`src/rtl/softusb_hostmbox.sv`:
```
// softusb_hostmbox
// Host-side control and mailbox block for the softusb coprocessor.
// Holds the coprocessor in reset under CSR control, exposes its debug PC,
// collects nirq maskable event channels and a byte mailbox FIFO written by
// the coprocessor I/O bus, and raises a level interrupt toward the CPU.
//
// Ports:
//   sys_clk    - single clock for the whole block
//   sys_rst_n  - asynchronous active-low reset
//   csr_a      - CSR address; [13:10] bank select, [2:0] register index
//   csr_we     - CSR write strobe
//   csr_di     - CSR write data
//   csr_do     - registered CSR read data (0 when bank not selected)
//   irq        - registered level interrupt
//   usb_rst    - coprocessor reset, active-high
//   io_we      - coprocessor I/O write strobe
//   io_a       - coprocessor I/O address (0x15/0x17 events, 0x16 FIFO push)
//   io_do      - coprocessor I/O write data
//   dbg_pc     - coprocessor program counter
module softusb_hostmbox #(
    parameter logic [3:0] csr_addr        = 4'h0,
    parameter int         pmem_width      = 12,
    parameter int         nirq            = 4,
    parameter int         fifo_depth_log2 = 3
) (
    input  logic                  sys_clk,
    input  logic                  sys_rst_n,
    input  logic [13:0]           csr_a,
    input  logic                  csr_we,
    input  logic [31:0]           csr_di,
    output logic [31:0]           csr_do,
    output logic                  irq,
    output logic                  usb_rst,
    input  logic                  io_we,
    input  logic [5:0]            io_a,
    input  logic [7:0]            io_do,
    input  logic [pmem_width-1:0] dbg_pc
);

    localparam int depth_c = 1 << fifo_depth_log2;

    typedef logic [fifo_depth_log2-1:0] ptr_t;
    typedef logic [fifo_depth_log2:0]   lvl_t;

    localparam lvl_t full_level_c = lvl_t'(depth_c);
    localparam lvl_t zero_level_c = lvl_t'(0);

    // State registers
    logic                usb_rst_r;
    logic                fifo_ie_r;
    logic [nirq-1:0]     pending_r;
    logic [nirq-1:0]     mask_r;
    logic                ovf_r;
    ptr_t                wr_ptr_r;
    ptr_t                rd_ptr_r;
    lvl_t                level_r;
    logic [7:0]          mem_r [depth_c];
    logic [31:0]         csr_do_r;
    logic                irq_r;

    // Decode and datapath signals
    logic                bank_sel_s;
    logic                csr_wr_s;
    logic [2:0]          reg_idx_s;
    logic                io_en_s;
    logic [15:0]         set16_s;
    logic [nirq-1:0]     pend_set_s;
    logic [nirq-1:0]     pend_clr_s;
    logic                empty_s;
    logic                full_s;
    logic                flush_s;
    logic                push_req_s;
    logic                pop_req_s;
    logic                do_push_s;
    logic                do_pop_s;
    logic                ovf_set_s;
    logic                ovf_clr_s;
    logic [7:0]          head_s;
    logic [31:0]         rd_data_s;
    logic                irq_next_s;
    logic                unused_s;

    assign bank_sel_s = (csr_a[13:10] == csr_addr);
    assign csr_wr_s   = bank_sel_s & csr_we;
    assign reg_idx_s  = csr_a[2:0];
    // Coprocessor I/O writes are ignored while the coprocessor is held in reset.
    assign io_en_s    = io_we & ~usb_rst_r;

    assign empty_s    = (level_r == zero_level_c);
    assign full_s     = (level_r == full_level_c);
    assign flush_s    = csr_wr_s & (reg_idx_s == 3'd0) & csr_di[2];
    assign push_req_s = io_en_s & (io_a == 6'h16);
    assign pop_req_s  = csr_wr_s & (reg_idx_s == 3'd4);
    assign ovf_clr_s  = csr_wr_s & (reg_idx_s == 3'd5) & csr_di[16];
    assign head_s     = empty_s ? 8'h00 : mem_r[rd_ptr_r];

    assign irq_next_s = (|(pending_r & mask_r)) | (fifo_ie_r & ~empty_s);

    assign csr_do  = csr_do_r;
    assign irq     = irq_r;
    assign usb_rst = usb_rst_r;

    // Address bits and data bits that no register consumes.
    assign unused_s = ^{csr_a[9:3], csr_di, set16_s};

    // Event set/clear vectors: io 0x15 feeds channels 7:0, io 0x17 feeds 15:8,
    // then the 16-bit view is truncated to the configured channel count.
    always_comb begin
        set16_s = 16'h0000;
        if (io_en_s && (io_a == 6'h15)) begin
            set16_s[7:0] = io_do;
        end else begin
            set16_s[7:0] = 8'h00;
        end
        if (io_en_s && (io_a == 6'h17)) begin
            set16_s[15:8] = io_do;
        end else begin
            set16_s[15:8] = 8'h00;
        end
        pend_set_s = set16_s[nirq-1:0];
        if (csr_wr_s && (reg_idx_s == 3'd2)) begin
            pend_clr_s = csr_di[nirq-1:0];
        end else begin
            pend_clr_s = {nirq{1'b0}};
        end
    end

    // FIFO push/pop arbitration. A pop frees a slot so a push into a full FIFO
    // in the same cycle is accepted; flush overrides both and never flags ovf.
    always_comb begin
        do_pop_s  = 1'b0;
        do_push_s = 1'b0;
        ovf_set_s = 1'b0;
        if (flush_s) begin
            do_pop_s  = 1'b0;
            do_push_s = 1'b0;
            ovf_set_s = 1'b0;
        end else begin
            do_pop_s  = pop_req_s & ~empty_s;
            do_push_s = push_req_s & (~full_s | do_pop_s);
            ovf_set_s = push_req_s & full_s & ~do_pop_s;
        end
    end

    // CSR read mux, sampled from the current address and current state.
    always_comb begin
        rd_data_s = 32'h0000_0000;
        if (bank_sel_s) begin
            case (reg_idx_s)
                3'd0:    rd_data_s[1:0] = {fifo_ie_r, usb_rst_r};
                3'd1:    rd_data_s[pmem_width:1] = dbg_pc;
                3'd2:    rd_data_s[nirq-1:0] = pending_r;
                3'd3:    rd_data_s[nirq-1:0] = mask_r;
                3'd4:    rd_data_s[8:0] = {~empty_s, head_s};
                3'd5: begin
                    rd_data_s[16]                = ovf_r;
                    rd_data_s[fifo_depth_log2:0] = level_r;
                end
                default: rd_data_s = 32'h0000_0000;
            endcase
        end else begin
            rd_data_s = 32'h0000_0000;
        end
    end

    // Control, event and overflow registers.
    always_ff @(posedge sys_clk or negedge sys_rst_n) begin
        if (!sys_rst_n) begin
            usb_rst_r <= 1'b1;
            fifo_ie_r <= 1'b0;
            pending_r <= {nirq{1'b0}};
            mask_r    <= {nirq{1'b0}};
            ovf_r     <= 1'b0;
        end else begin
            if (csr_wr_s && (reg_idx_s == 3'd0)) begin
                usb_rst_r <= csr_di[0];
                fifo_ie_r <= csr_di[1];
            end else begin
                usb_rst_r <= usb_rst_r;
                fifo_ie_r <= fifo_ie_r;
            end
            if (csr_wr_s && (reg_idx_s == 3'd3)) begin
                mask_r <= csr_di[nirq-1:0];
            end else begin
                mask_r <= mask_r;
            end
            // Set is ORed in after the clear so a colliding set wins.
            pending_r <= (pending_r & ~pend_clr_s) | pend_set_s;
            if (ovf_set_s) begin
                ovf_r <= 1'b1;
            end else if (ovf_clr_s) begin
                ovf_r <= 1'b0;
            end else begin
                ovf_r <= ovf_r;
            end
        end
    end

    // FIFO pointers and fill level.
    always_ff @(posedge sys_clk or negedge sys_rst_n) begin
        if (!sys_rst_n) begin
            wr_ptr_r <= ptr_t'(0);
            rd_ptr_r <= ptr_t'(0);
            level_r  <= zero_level_c;
        end else if (flush_s) begin
            wr_ptr_r <= ptr_t'(0);
            rd_ptr_r <= ptr_t'(0);
            level_r  <= zero_level_c;
        end else begin
            if (do_push_s) begin
                wr_ptr_r <= wr_ptr_r + ptr_t'(1);
            end else begin
                wr_ptr_r <= wr_ptr_r;
            end
            if (do_pop_s) begin
                rd_ptr_r <= rd_ptr_r + ptr_t'(1);
            end else begin
                rd_ptr_r <= rd_ptr_r;
            end
            case ({do_push_s, do_pop_s})
                2'b10:   level_r <= level_r + lvl_t'(1);
                2'b01:   level_r <= level_r - lvl_t'(1);
                default: level_r <= level_r;
            endcase
        end
    end

    // Mailbox storage; contents are only meaningful below the fill level, so no reset.
    always_ff @(posedge sys_clk) begin
        if (do_push_s) begin
            mem_r[wr_ptr_r] <= io_do;
        end else begin
            mem_r[wr_ptr_r] <= mem_r[wr_ptr_r];
        end
    end

    // Registered outputs: read data and interrupt level.
    always_ff @(posedge sys_clk or negedge sys_rst_n) begin
        if (!sys_rst_n) begin
            csr_do_r <= 32'h0000_0000;
            irq_r    <= 1'b0;
        end else begin
            csr_do_r <= rd_data_s;
            irq_r    <= irq_next_s;
        end
    end

endmodule
```
`config.mk`:
```
export PLATFORM = sky130hd
export DESIGN_NAME = softusb_hostmbox
export DESIGN_NICKNAME = d
export VERILOG_FILES = /design/src/rtl/softusb_hostmbox.sv
export SDC_FILE = /design/constraint.sdc
export NUM_CORES = 1
export LEC_CHECK = 0
export CORE_ASPECT_RATIO = 1.5
export CORE_MARGIN = 3
export CORE_UTILIZATION = 45
export CTS_BUF_LIST = sky130_fd_sc_hd__clkbuf_4 sky130_fd_sc_hd__clkbuf_8
export DETAILED_ROUTE_END_ITERATION = 7
export PLACE_DENSITY = 0.75
export RECOVER_POWER = 100
export SYNTH_ARGS = -nofsm -noshare
export SYNTH_HDL_FRONTEND = slang
export SYNTH_SLANG_ARGS = --single-unit
export TNS_END_PERCENT = 10
```
`constraint.sdc`:
```
create_clock -name sys_clk -period 3.2 [get_ports sys_clk]
set_clock_uncertainty 0.05 [all_clocks]
set_input_delay 0.8 -clock sys_clk [delete_from_list [all_inputs] [get_ports sys_clk]]
set_output_delay 0.8 -clock sys_clk [all_outputs]
set_load 0.1 [all_outputs]
```
== After elaboration in Yosys (flattened, before gate mapping) ==
Memories as Yosys holds them, arrays and structs flattened.
Index checks and enable logic that the tools add are counted.
Operators by class
  $add $sub $neg: 4
  equality and inequality tests: 11
  bitwise operators: 24
  muxes and demuxes: 25
  reductions and logical operators: 13
Operator list (number)
  $mux W17: 1
  $mux W4: 4
  $mux W8: 2
  $and A1 B1 Y1: 13
  $eq A6 B5 Y1 const B: 2
  $mux W3: 4
  $pmux W2 S5: 1
  $pmux W5 S2: 1
  $mux W1: 9
  $and A4 B4 Y4: 2
  $logic_not A4 Y1: 2
  $pmux W4 S2: 1
  $add A3 B1 Y3 const B: 2
  $eq A3 B2 Y1 const B: 2
  $eq A3 B3 Y1 const B: 2
  $pmux W1 S6: 1
  $reduce_bool A2 Y1: 3
  $pmux W1 S5: 1
  $add A4 B1 Y4 const B: 1
  $eq A4 B4 Y1 const B: 1
  $logic_and A1 B1 Y1: 4
  $not A1 Y1: 4
  $not A4 Y4: 1
  $or A4 B4 Y4: 1
  other kinds (10): 12
Word-level totals
  bits in writable memories: 64
  memories: 1
  bits in registers: 54
  output and inout bits: 34
Memory list
  mem_r: depth 8, width 8, rd ports 1, clocked after memory_dff 0, wr ports 1, line 57  | logic [7:0] mem_r [depth_c];

== Logic depth before layout (Yosys ltp) ==
  depth in word-level cells: 10
  depth in mapped cells: 10

== Worst setup path after synthesis ==
Ideal clock, no wire load.
  kind: input to register
  from: input port csr_a[11]
  to: memory mem_r[1][0], enable pin
  cell stages on the path: 5
  required time: 2.767 ns
  setup slack: 0.326 ns
  arrival: 2.441 ns
  setup time: 0.383 ns
  path buffers: 1
  cell sequence: or4_1 > buf_6 > o21bai_2 > nand4_1 > nor3_1
Between the ends
  word-level cells in the longest chain between the ends: 10
RTL lines
  start: declaration: line 28  | input logic [13:0] csr_a,
  $logic_not A4 Y1 (*): line 83  | assign bank_sel_s = (csr_a[13:10] == csr_addr);
  $and A1 B1 Y1 (*): line 84  | assign csr_wr_s = bank_sel_s & csr_we;
  $and A1 B1 Y1: line 93  | assign pop_req_s = csr_wr_s & (reg_idx_s == 3'd4);
  $and A1 B1 Y1: line 139  | do_pop_s = pop_req_s & ~empty_s;
  $or A1 B1 Y1: line 140  | do_push_s = push_req_s & (~full_s | do_pop_s);
  $and A1 B1 Y1: line 140
  $mux W1 (*): line 134  | if (flush_s) begin
  $mux W1, on equally long branches: line 230, 233
  $mux W1 (implied by the code) or $reduce_and A2 Y1 (tied branches)
  $or A1 B1 Y1 (no source line) (*)
  end: declaration: line 57
Every way passes the cells marked *; elsewhere a longest branch is shown, timed or not.

== Final worst setup path ==
  from: input port io_a[3]
  to: memory mem_r[4][2], enable pin
Between the ends
  word-level cells in the longest chain between the ends: 7
RTL lines
  start: declaration: line 35  | input logic [5:0] io_a,
  $eq A6 B5 Y1 (*): line 92  | assign push_req_s = io_en_s & (io_a == 6'h16);
  $and A1 B1 Y1 (*): line 92
  $and A1 B1 Y1 (*): line 140
  $mux W1 (*): line 134
  $mux W1, on equally long branches: line 230, 233
  $mux W1 (implied by the code) or $reduce_and A2 Y1 (tied branches)
  $or A1 B1 Y1 (no source line) (*)
Marks and branches as above.

==> flow_summary.yaml <==
power:
  finalPower_w: 0.002772
  max-vdd-ir-drop_uv: 356.1
  leakage_nw: 2.085
  power.density_nw_per_um2: 502.3
clocking:
  cts_buffer_depth: 2
  cts_max_level: 3
  cts_sinks: 100
  post_cts_resized: 0
  clkTransAtPathRegs_ns: 0.09
  cts_tree: "built"
  cts-hold-fix-buffers: 0
  clk_latency_ns: 0.36
  root_buffer: "clkbuf_8"
  numCtsBuffers: 9
  post_cts_buffers: 0
outcome:
  violations: "max-capacitance violations, max-slew violations"
  status: "finished with violations"
setup_path:
  crit_type: "input port to register"
  critPathTopFamily: "simple AND/OR/NAND/NOR gates"
  reg2regPathDepth: 8
  cp_data_arrival_time_ns: 3.06
  critPathMaxStageDelay_ns: 0.57
  path_buf_inv: 3
  r2r-start: "level_r[1]"
  critPathMaxFanout: 5
  worstPathCellList: "dlygate4sd3_1 > and4bb_1 > clkbuf_1 > nand2_1 > or4_4 > nor2_1 > buf_4"
  critPathSlowestCell: "or4_4"
  r2r_setup_slack_ns: 0.55
  critPathRequiredTime_ns: 3.22
  rr_endpoint: "level_r[2]"
  setup.worst_path.end_class: "register"
  critPathLaunchType: "input port"
detailed_routing:
  drtAntennaViolNets: 0
  drt-total-wl_um: 10070
  vias: 2969
  routedWlPerCell_um: 19.25
  first_pass_iters: 4
  initialDrtViolationCount: 159
  drc_errors: 0
  viasPerCell: 5.677
final_layout:
  drive_above_1_share: 0.2108
  syn_to_final_growth_pct: 19.02
  n_antenna_cell: 0
  nets: 482
  final_cell_mix: "edfxtp_1, dfrtp_1, clkdlybuf4s50_1"
  final_common_cell: "edfxtp_1"
  fill_cells: 794
floorplan:
  fp.dieW_um: 88.88
  dieHeight_um: 130.3
  core.rowCount: 44
  core_area_um2: 9854
  start_util: 0.4705
  top_level_ports: 110
  die_area_um2: 11580
synthesis:
  synth_top_area_frac: 0.4145
  synth-simple-area-share: 0.1298
  synth_compound_area_frac: 0.06422
  yosysWarnings: 0
  ys_seq_elements: 100
  synth_mux_area_frac: 0.1336
  synth_fa_ha_area_frac: 0.008095
  synth_xor_xnor_area_share: 0.001889
  synth_top_family_by_area: "multiplexers"
  yosysUniqueCellTypes: 59
  synth_ff_type: "edfxtp_1"
  synth_area_leaders: "edfxtp_1, dfrtp_1, mux4_2"
  syn-cell-area_um2: 4637
  async_flop_share: 0.3600
  synth-edff-count: 64
  syn_avg_cell_area_um2: 14.49
  synthCells: 320
  yosysTopAreaCell: "edfxtp_1"
  ys_seq_area_frac: 0.6090
timing:
  min_period_ns: 3.035
  worstMarginPinSlew_ns: 1.927
  slew_violations: 37
  hold_viol_final: 0
  setup_violations: 0
  hold_slack_ns: 0.4843
  fin_ws_ns: 0.1654
  max_freq_ghz: 0.3295
  finalSetupTns_ns: 0
  slew_headroom: -0.2844
  rsz0062_at_grt: "no"
  final.period_utilization: 0.9483
place:
  io_buffers: 57
  dp_hpwl_um: 7256
  gp_congestion: 0.8265
  place_ws_ns: -0.01694
hold_path:
  min_to: "irq"
  min-delay-start: "fifo_ie_r"
  hold_depth: 2
  hold_path.class: "register to register"
grt:
  grt_max_degree: 37
  overflow: 0
  grt_pass1_wl_um: 15590
  grt_usage: 0.1842
  grt_pass1_vias: 3049
  antenna_found_initial: 0
job:
  drv_cap: 1
[synth_stat cells (2+ instances only)]
cell and n:
nand2b_1 3, edfxtp_1 64, and3_1 4, and2_1 6, dfrtp_1 35, a31oi_1 3
mux2i_1 12, a22oi_1 5, mux4_2 17, a21oi_1 4, o22ai_1 5, a22o_1 6
and4_1 2, nand4_1 5, nor2b_1 2, o21ai_0 11, nor3_1 5, or3_1 4
buf_4 18, ha_1 3, or4_1 2, nor3b_1 3, buf_2 8, inv_1 4
nor2_1 10, nand2_1 21, buf_6 2, and2b_2 2, mux2_2 9, nand3_1 10
clkbuf_1 6, nor3_2 2
[final cells by class]
cell class / count / area, um^2 / share of cell area
clock buffers: 12 / 152.6 / 0.02766
clock inverters: 4 / 72.57 / 0.01315
inverters: 4 / 15.01 / 0.002720
multi-input cells: 197 / 1610 / 0.2918
flip-flops and latches: 100 / 2824 / 0.5117
well taps: 115 / 143.9 / 0.02607
repair buffers: 91 / 700.7 / 0.1270
[worst min-delay path, delay by kind of cell, from the launching register on]
family           cells  cell delay, ns
flip-flops           1            0.38
AND/OR/NAND/NOR      2            0.13
[flip-flops by register name, indices dropped and copies added, names as in the netlist]
signal,cells
mem_r,64
irq,1
ovf_r,1
level_r,4
mask_r,4
csr_do,14
wr_ptr_r,3
fifo_ie_r,1
rd_ptr_r,3
pending_r,4
usb_rst,1
[per-stage QoR]
stage,util,std cells,instance area (um^2)
final,0.5601,523,5519
after global routing,0.5601,523,5519
after CTS,0.5705,523,5622
after detailed placement,0.5476,507,5396
after global placement,0.5476,507,5396
after floorplan,-,337,4701
[where the power goes]
group / internal (W) / switching [W] / leakage, nW / total (W)
Sequential: 0.00141 / 0.0000312 / 1.06 / 0.00144
Combinational: 0.000164 / 0.000276 / 0.909 / 0.000440
Clock: 0.000479 / 0.000415 / 0.115 / 0.000893
[worst max path at each step]
stage          depth (start not counted)           to  slack [ns]  startpoint
3_5_place_dp                           7  mem_r[4][3]       -0.02   csr_a[11]
3_3_place_gp                           7  mem_r[0][3]       0.004   csr_a[11]
2_1_floorplan                          5  mem_r[1][0]        0.33   csr_a[11]
5_1_grt                                7  mem_r[0][3]        0.15     io_a[3]
6_report                               7  mem_r[4][2]        0.17     io_a[3]
4_1_cts                                7  mem_r[4][2]        0.37   csr_a[11]
[kinds of logic (layout without fill, tap and decap cells)]
family                     count (synthesis)  count (layout)
AOI/OAI and AO/OA                         41              41
xor gates and xnor gates                   1               1
adders and majority gates                  3               3
buffers and inverters                     40             111
DFF                                      100             100
muxes                                     39              39
other                                      1              18
and+or+nand+nor                           95              95
[layer usage]
metal | share of wire | wire length [um] | GRT usage | vias up
li1 | - | - | - | 1356
met1 | 0.38 | 3844 | 0.2153 | 1483
met2 | 0.53 | 5359 | 0.3171 | 105
met3 | 0.048 | 482 | 0.03411 | 25
met4 | 0.038 | 381 | 0.09609 | 0
met5 | 0 | 0 | 0 | -
Power figures use the tool's default switching activity.
